`src/rtl/cond_gate.sv`:
```
// cond_gate: ARM condition-code evaluation stage. Flags are bypassed from the
// CPSR write port, older flag writers interlock the stage, one output register.
module cond_gate #(
  parameter int PAYLOADW = 32,
  parameter int FLAGSW   = 4
) (
  input  logic                clk,
  input  logic                rst_n,
  input  logic                in_valid,
  output logic                in_ready,
  input  logic [3:0]          in_cond,
  input  logic [FLAGSW-1:0]   in_setmask,
  input  logic [PAYLOADW-1:0] in_payload,
  input  logic [FLAGSW-1:0]   cpsr_flags,
  input  logic [FLAGSW-1:0]   wb_setmask,
  input  logic [FLAGSW-1:0]   wb_flags,
  input  logic                flags_pending,
  input  logic                flush,
  output logic                out_valid,
  input  logic                out_ready,
  output logic                out_exec,
  output logic [FLAGSW-1:0]   out_setmask,
  output logic [PAYLOADW-1:0] out_payload,
  output logic [15:0]         stall_count
);

  // Handshake: a beat moves across a port on a rising edge where valid and
  // ready are both high; valid never waits on ready, and a held beat keeps
  // its data stable until it is taken (or squashed by flush).
  logic [FLAGSW-1:0] eff;
  logic              flag_v, flag_c, flag_z, flag_n;
  logic              pass;
  logic              interlock;
  logic              xfer;

  assign eff    = (wb_setmask & wb_flags) | (~wb_setmask & cpsr_flags);
  assign flag_v = eff[0];
  assign flag_c = eff[1];
  assign flag_z = eff[2];
  assign flag_n = eff[3];

  always_comb begin
    pass = 1'b0;
    unique case (in_cond)
      4'd0:  pass = flag_z;
      4'd1:  pass = !flag_z;
      4'd2:  pass = flag_c;
      4'd3:  pass = !flag_c;
      4'd4:  pass = flag_n;
      4'd5:  pass = !flag_n;
      4'd6:  pass = flag_v;
      4'd7:  pass = !flag_v;
      4'd8:  pass = flag_c && !flag_z;
      4'd9:  pass = !flag_c || flag_z;
      4'd10: pass = (flag_n == flag_v);
      4'd11: pass = (flag_n != flag_v);
      4'd12: pass = !flag_z && (flag_n == flag_v);
      4'd13: pass = flag_z || (flag_n != flag_v);
      4'd14: pass = 1'b1;
      default: pass = 1'b0;
    endcase
  end

  // AL does not read flags, so it may proceed past a pending flag writer.
  assign interlock = in_valid && flags_pending && (in_cond != 4'd14);
  assign in_ready  = (!out_valid || out_ready) && !interlock;
  assign xfer      = in_valid && in_ready;

  always_ff @(posedge clk or negedge rst_n) begin
    if (!rst_n) begin
      out_valid   <= 1'b0;
      out_exec    <= 1'b0;
      out_setmask <= '0;
      out_payload <= '0;
      stall_count <= 16'd0;
    end else begin
      if (flush) begin
        out_valid   <= 1'b0;
        out_setmask <= '0;
      end else if (xfer) begin
        out_valid   <= 1'b1;
        out_exec    <= pass;
        out_setmask <= in_setmask & {FLAGSW{pass}};
        out_payload <= in_payload;
      end else if (out_ready) begin
        out_valid   <= 1'b0;
      end

      if (interlock && !flush && (stall_count != 16'hFFFF))
        stall_count <= stall_count + 16'd1;
    end
  end

endmodule

```
`config.mk`:
```
export PLATFORM = sky130hd
export DESIGN_NAME = cond_gate
export DESIGN_NICKNAME = d
export VERILOG_FILES = /design/src/rtl/cond_gate.sv
export SDC_FILE = /design/constraint.sdc
export NUM_CORES = 1
export LEC_CHECK = 0
export ABC_AREA = 0
export CAP_MARGIN = 20
export CORE_MARGIN = 5
export CORE_UTILIZATION = 42
export DETAILED_ROUTE_END_ITERATION = 10
export PLACE_DENSITY = 0.85
export SYNTH_ARGS = -nofsm -noshare
export SYNTH_HDL_FRONTEND = slang
export SYNTH_SLANG_ARGS = --single-unit
```
`constraint.sdc`:
```
create_clock -name clk -period 2 [get_ports clk]
set_input_delay 0.4 -clock clk [delete_from_list [all_inputs] [get_ports clk]]
set_output_delay 0.4 -clock clk [all_outputs]
set_load 0.03 [all_outputs]
```
# == Yosys cells after proc, flatten, opt, wreduce, memory -nomap -nowiden ==
# Index checks and enable logic that the tools add are counted.
# totals
regBits,54
input_bits,58
out_inout_bits,55
word_cells,58
# op_classes
n_reduce_logical,22
eq_ne,18
n_addsub,1
n_mux,6
n_bitwise,6
# ops
operator,n
"4-bit equality test, second input constant",7
"16-bit by 1-bit adder with 16-bit output, second input constant",1
"4-bit by 3-bit equality test with 1-bit output, second input constant",4
"16-bit != test, second input constant",1
1-bit case mux with 15 select lines,1
4-bit bitwise AND,3
"4-bit by 2-bit equality test with 1-bit output, second input constant",2
1-bit logical AND,8
4-bit 2-to-1 mux,2
1-bit zero test,7
"4-bit by 1-bit equality test with 1-bit output, second input constant",1
4-bit zero test,1
"4-bit != test, second input constant",1
4-bit inverter,1
4-bit OR,1
1-bit logical OR,3
1-bit 2-to-1 mux,3
3-bit nonzero test,1
2-bit AND reduction,1
2-bit nonzero test,1
1-bit equality test,1
1-bit != test,1
1-bit inverter,1

# == Longest topological paths before layout ==
# Gate-level depths: netlist of run 1.
# logic_depth
word_depth,9
mapped_depth,9
ltp_nobuf,6

# == Least setup slack after synthesis of run 1 ==
# No wires, ideal clock.
# synth_path
path_kind,register to register
startpoint,register stall_count[3]
endpoint,register stall_count[15]
required_ns,1.867
synth_period_minus_slack_ns,1.990
n_path_buf,1
setup_slack_ns,0.010
arrival_ns,1.857
setup_time_ns,0.133
path_stages_with_launch,8
cell_sequence,dfrtp_1 -> nand4_1 -> nor4_4 -> a41oi_2 -> and4_1 -> buf_6 -> nand4_1 -> xnor2_1
# synth_via
elab_chain_len,2
elab_cells_between_ends,3
classes_between,add/sub: 1; eq/ne: 1; reduce/logical: 1
# synth_lines
item,line,source
start: declaration,24,output logic [15:0] stall_count
start signal: assignment,90,stall_count <= stall_count + 16'd1;
branches (longest 2 deep; another with 16-bit by 1-bit adder with 16-bit output),--,
# Several ways; the timed one is not identified.
# A chain may end at the register's enable or synchronous reset.

# == Final worst setup path of run 1 ==
# layout_path
startpoint,input cpsr_flags[2]
endpoint,register out_setmask[3]
# layout_via
elab_chain_len,8
elab_cells_between_ends,11
classes_between,mux: 3; bitwise: 3; reduce/logical: 5
# layout_lines
item,line,source
start: declaration,14,"input logic [FLAGSW-1:0] cpsr_flags,"
4-bit bitwise AND *,36,assign eff = (wb_setmask & wb_flags) | (~wb_setmask & cpsr_flags);
4-bit OR *,36,
1-bit zero test,"46, 53, 57",
1-bit logical AND (on tied branches),"57, 53",
1-bit case mux with 15 select lines *,44,unique case (in_cond)
4-bit bitwise AND *,83,out_setmask <= in_setmask & {FLAGSW{pass}};
4-bit 2-to-1 mux *,80,end else if (xfer) begin
4-bit 2-to-1 mux *,77,if (flush) begin
end signal: assignment,83,
end: declaration,22,"output logic [FLAGSW-1:0] out_setmask,"
# Mark *: on every way between the ends. The rest lies on a longest branch, timed or not. The select of a mux whose other input is x is not followed.

==> reports/metrics.csv, run 1 <==
metric,value,unit
Max-Cap Viols,0,
Synth area leaders,"dfrtp_1 (54%), mux2_2 (16%), xnor2_1 (4.5%), nand2_1 (2.4%), nand3_1 (2.2%)",
"Setup violations, final",0,
via density per instance,5.214,
"EDFF count, synth",0,
DIE AREA,7646,um^2
WL final,7023,um
Slew @ Worst Pin,0.5527,ns
Cells after Synth,210,
total power,3.504,mW
Commonest cells post-synth,"dfrtp_1 (54), mux2_2 (36), nand2_1 (16)",
Synth Area per Inst,11.99,um^2
sequential area share after synthesis,53.65,%
drt wl/cell,16.37,um
Synth Cell Area,2519,um^2
gp weighted congestion,0.8436,
DIE HEIGHT,87.44,um
syn nets,269,
H-tree levels,2,
RSZ-0062 raised after global routing,false,
global route overflow,0,
starting density of the core,42.79,%
"FFs w/ async S/R, synth",100.0,%
Yosys cell types,42,
"Top FF cell, synth",dfrtp_1,
kind of critical path,in2reg,
gr usage total,17.91,%
vias in the first global route,2326,
Final ANT Viol Nets,0,
CTS Buf Count,5,
Leak,1.800,nW
crit path max fanout,5,
power per cell area,833.5,nW/um^2
Area growth syn-to-layout,66.91,%
DRT Pass-1 Iters,4,
cts hold-fix bufs,0,
first-pass GRT wire length,10850,um
maximum VDD drop,0.5546,mV
Rows,28,
Min-Delay Path Class,in2async,
post-synth top area share,53.65,%
Worst-Skew Late Latency,0.30,ns
Post-DP HPWL,5300,um
count of pins over their slew limit,0,
"Clk pin slew, worst setup/hold paths",0.10,ns
Tcrit/Tclk final,94.86,%
startpoint types,input port,
total negative setup slack,0,ns
largest net degree at the start of global routing,26,
drc violations,0,
final number of hold-violating endpoints,0,
fin nets,412,
clock sink total,54,
core area,5886,um^2
root buf cell,clkbuf_8,
crit end category,flip-flop,
Final Critical Period,1.897,ns
cell taking the most area after synthesis,dfrtp_1,
Fin Hold WS,0.08206,ns
CTS tree,done,
Critical Path RT,2.17,ns
Clock Path Buffers,2,
crit path DAT,2.07,ns
placed inst area,3876,um^2
share of cells above drive strength 1,27.12,%
Yosys warnings,0,
post-route design area,4204,um^2
Die W,87.44,um
PortBufs,112,
initial antenna violation count,0,
final worst slack,0.1028,ns
# IOs,113,
most numerous cell in the Yosys netlist,dfrtp_1,
1st-iter DRT viols,80,
FMAX,0.5271,GHz
vias,2237,
post-place setup slack,-0.3276,ns
flop2flop setup slack,0.24,ns
number of synthesized register bits,54,
relative slew slack,63.15,%
n_diodes,0,
Clock Skew,0.01101,ns
outcome,finished clean,
-- flip-flops by register name, indices dropped and copies added (netlist names) --
name and cells:
stall_count 16, out_setmask 4, out_payload 32, out_valid 1, out_exec 1
-- layer usage --
layer | part of all wire (%) | global-route usage, % | vias to the layer above
li1 | - | - | 1037
met1 | 38 | 21.39 | 1093
met2 | 53 | 31.71 | 94
met3 | 7.6 | 4.352 | 13
met4 | 1.3 | 5.300 | 0
met5 | 0 | 0 | -
-- report_power, final --
| part | total [mW] | internal [mW] | switching (mW) | leakage (nW) |
|---|---|---|---|---|
| registers | 1.42 | 1.28 | 0.138 | 0.671 |
| logic | 1.34 | 0.653 | 0.682 | 1.07 |
| clock network | 0.751 | 0.412 | 0.339 | 0.0618 |
-- layout make-up --
type / instances / area (um^2)
Inverter: 8 / 30.03
Sequential cell: 54 / 1351
Tap cell: 75 / 93.84
Clock inverter: 2 / 38.79
Fill cell: 436 / 1682
Clock buffer: 6 / 82.58
Timing Repair Buffer: 145 / 1434
Multi-Input combinational cell: 139 / 1174
-- what timing repair did --
action	CTS	global route
cloned	0	2
setup buffers	0	4
pin swaps	2	7
gates resized for setup	7	32
setup endpoints to repair	7	45
-- per-stage QoR --
step | cells | utilization (%)
6_report | 429 | 71.43
3_5_place_dp | 415 | 65.86
5_1_grt | 429 | 71.43
2_1_floorplan | 210 | -
4_1_cts | 423 | 68.43
3_3_place_gp | 415 | 65.86
-- critical path, stage by stage --
cell,delay (ns)
clkdlybuf4s50_1,0.48
mux2_4,0.19
nor2_1,0.05
o211a_1,0.20
a211o_1,0.27
nor4_2,0.22
buf_4,0.17
o21ai_0,0.08
-- final timing paths --
kind,cells after the start,endpoint,startpoint
min in group clk,1,stall_count[15],stall_count[15]
max in group asynchronous,2,out_payload[22],rst_n
min reg2reg,1,stall_count[15],stall_count[15]
max reg2reg,6,stall_count[15],stall_count[3]
max,8,out_setmask[3],cpsr_flags[2]
min,1,out_payload[13],rst_n
-- cell families (layout without fill, tap and decap cells) --
logic type,count (synthesis),after routing,synth area share [%]
buffers and inverters,17,161,3.477
AND/OR/NAND/NOR,61,61,13.31
AO/OA/AOI/OAI,23,23,6.558
flip-flops,54,54,53.65
adder cells (fa/ha/maj),1,1,0.4967
XOR/XNOR,15,15,5.216
multiplexers,39,39,17.29
-- cells in the final DEF, fill, tap and decap left out, types with 2 or more instances in the layout --
cell type        synthesis  final
a21oi_1                  3      2
a31oi_1                  2      2
a41oi_2                  1      2
and3_1                   2      2
and4_2                   1      2
buf_4                    3     26
buf_6                    1      5
clkbuf_8                 0      6
clkdlybuf4s50_1          0    102
dfrtp_1                 54     54
dlymetal6s2s_1           0      7
inv_1                    8      8
mux2_2                  36     33
mux2_4                   0      3
mux2i_1                  3      2
nand2_1                 16     15
nand2b_1                 4      4
nand3_1                 11     10
nand4_1                  6      6
nor2_1                   8      7
nor3_1                   4      4
nor4_2                   1      2
o21ai_1                  1      3
o21ai_2                  0      2
xnor2_1                 13     12
xor2_1                   2      2
(Power assumes the default switching activity.)
==> run 2, diff against run 1 <==
REMOVE_ABC_BUFFERS = 1   (was not set)
==> reports/metrics.csv, run 2 (synthesis gave the netlist of run 1 again) <==
metric,value,unit,change
startpoint types,flip-flop,,
Area growth syn-to-layout,64.68,%,
Layout fillers,413,,-5.3%
Largest regs,"out_payload x32, stall_count x16, out_setmask x4",,
Rows,28,,unchanged
CP bufs+invs,1,,-1
crit path DAT,1.52,ns,-0.55 ns
drc violations,0,,unchanged
post-route insts no fill,426,,-0.70%
DRT Pass-1 Iters,4,,unchanged
FMAX,0.5207,GHz,-1.2%
vias,2159,,-3.5%
crit-path leading delay family,buffers and inverters,,
largest net degree at the start of global routing,34,,+31%
n_diodes,0,,unchanged
uppermost layer routed,met4,,
initial antenna violation count,0,,unchanged
area used by multi-input combinational logic,1146,um^2,-2.3%
1st-iter DRT viols,28,,-65%
H-tree levels,2,,unchanged
Slew @ Worst Pin,0.5719,ns,+0.01913 ns
Clock Skew,0.004033,ns,-0.006980 ns
wl on met1,2797,um,+4.2%
Worst-Skew Late Latency,0.31,ns,about the same
outcome,finished clean,,
met2 WL,3604,um,-2.8%
placed inst area,3886,um^2,+0.26%
Min-Delay Path Class,in2async,,
crit path max fanout,7,,+2
Inst Count DP,413,,-0.48%
Tcrit/Tclk final,96.02,%,+1.2 points
WL final,6925,um,-1.4%
Max-Cap Viols,0,,unchanged
Leak,1.751,nW,-2.8%
gr usage total,16.75,%,-1.2 points
# IOs,113,,unchanged
starting density of the core,42.79,%,unchanged
Largest Register,out_payload,,
global route overflow,0,,unchanged
crit end category,output pin,,
share of cells above drive strength 1,25.36,%,-1.8 points
gp weighted congestion,0.8728,,+3.5%
count of pins over their slew limit,0,,unchanged
post-route design area,4148,um^2,-1.3%
CTS tree,done,,
FF/Latch Area,1351,um^2,unchanged
power per cell area,840.5,nW/um^2,+0.84%
drt wl/cell,16.26,um,-0.70%
PortBufs,112,,unchanged
fin nets,409,,-0.73%
Clock Path Buffers,2,,unchanged
Max stage delay on crit path,0.73,ns,+0.25 ns
total power,3.486,mW,-0.51%
post-route core utilization,70.47,%,-0.96 points
"commonest cells after routing, fill and taps aside","clkdlybuf4s50_1 (105), dfrtp_1 (54), mux2_2 (33)",,
relative slew slack,61.88,%,-1.3 points
CTS Buf Count,5,,unchanged
Die W,87.44,um,unchanged
Final Critical Period,1.920,ns,+0.02310 ns
Post-DP HPWL,5060,um,-4.5%
first-pass GRT wire length,10100,um,-6.9%
via density per instance,5.068,,-2.8%
root buf cell,clkbuf_8,,
vias in the first global route,2207,,-5.1%
DIE AREA,7646,um^2,unchanged
CP cell instances,clkdlybuf4s50_1,,
max FFs per register,32,,unchanged
DR WL met3,446,um,-17%
CP max stage cell,clkdlybuf4s50_1,,
kind of critical path,reg2out,,
"Setup violations, final",0,,unchanged
DIE HEIGHT,87.44,um,unchanged
final number of hold-violating endpoints,0,,unchanged
Final ANT Viol Nets,0,,unchanged
maximum VDD drop,0.4640,mV,-16%
Critical Path RT,1.60,ns,-0.57 ns
"most common cell after layout, fill and taps aside",clkdlybuf4s50_1,,
"Clk pin slew, worst setup/hold paths",0.10,ns,about the same
clock sink total,54,,unchanged
core area,5886,um^2,unchanged
[run 2: timing repair]
action,in CTS,in global routing
hold buffers,0,0
buffers inserted,0,3
resized for setup,1,26
cloned,0,3
endpoints found under the setup margin,1,38
pin swaps,0,7
endpoints found under the hold margin,0,0
[run 2: routing by layer]
layer,vias to the layer above,track usage [%]
met5,-,0
met4,0,5.718
met3,8,3.879
met2,67,28.97
met1,1050,20.40
li1,1034,-
[run 2: per-stage QoR]
step	setup TNS (ns)	worst slack, ns	hold WS (ns)
2_1_floorplan	-74.39	-2.034	0.1044
3_3_place_gp	-10.50	-0.2440	0.4283
3_5_place_dp	-11.39	-0.3167	0.4341
4_1_cts	0	0.01977	0.08642
5_1_grt	-0.06539	-0.01931	0.1161
6_report	0	0.07968	0.07270
[run 2: worst reg2reg max path, delay by kind of cell (launching register included)]
| kind | cells | cell delay [ns] |
|---|---|---|
| flops | 1 | 0.48 |
| compound gates | 1 | 0.16 |
| xor+xnor | 1 | 0.11 |
| simple gates | 4 | 1.00 |
[run 2: path summary, 6_finish.rpt]
| kind | from | endpoint | slack, ns | cells past startpoint |
|---|---|---|---|---|
| worst max-delay path | stall_count[3] | stall_count[3] | 0.08 | 1 |
| worst min-delay path | rst_n | out_payload[19] | 0.07 | 1 |
| worst max register to register | stall_count[3] | stall_count[15] | 0.19 | 6 |
| max in group asynchronous | rst_n | out_valid | 1.36 | 2 |
| worst min register to register | out_setmask[0] | out_setmask[0] | 0.49 | 2 |
| min in group clk | out_setmask[0] | out_setmask[0] | 0.49 | 2 |
[run 2: layout make-up]
class | instances | share of cell area, %
clock buffers | 5 | 1.659
clock inverters | 3 | 1.176
inverters | 8 | 0.7240
multi-input cells | 139 | 27.63
flip-flops and latches | 54 | 32.58
well taps | 75 | 2.262
repair buffers | 142 | 33.97
[run 2: power by group]
part	total [mW]	leakage [nW]	internal (mW)	switching (mW)
sequential	1.41	0.671	1.28	0.135
clock	0.756	0.0563	0.382	0.375
combinational	1.32	1.02	0.644	0.671
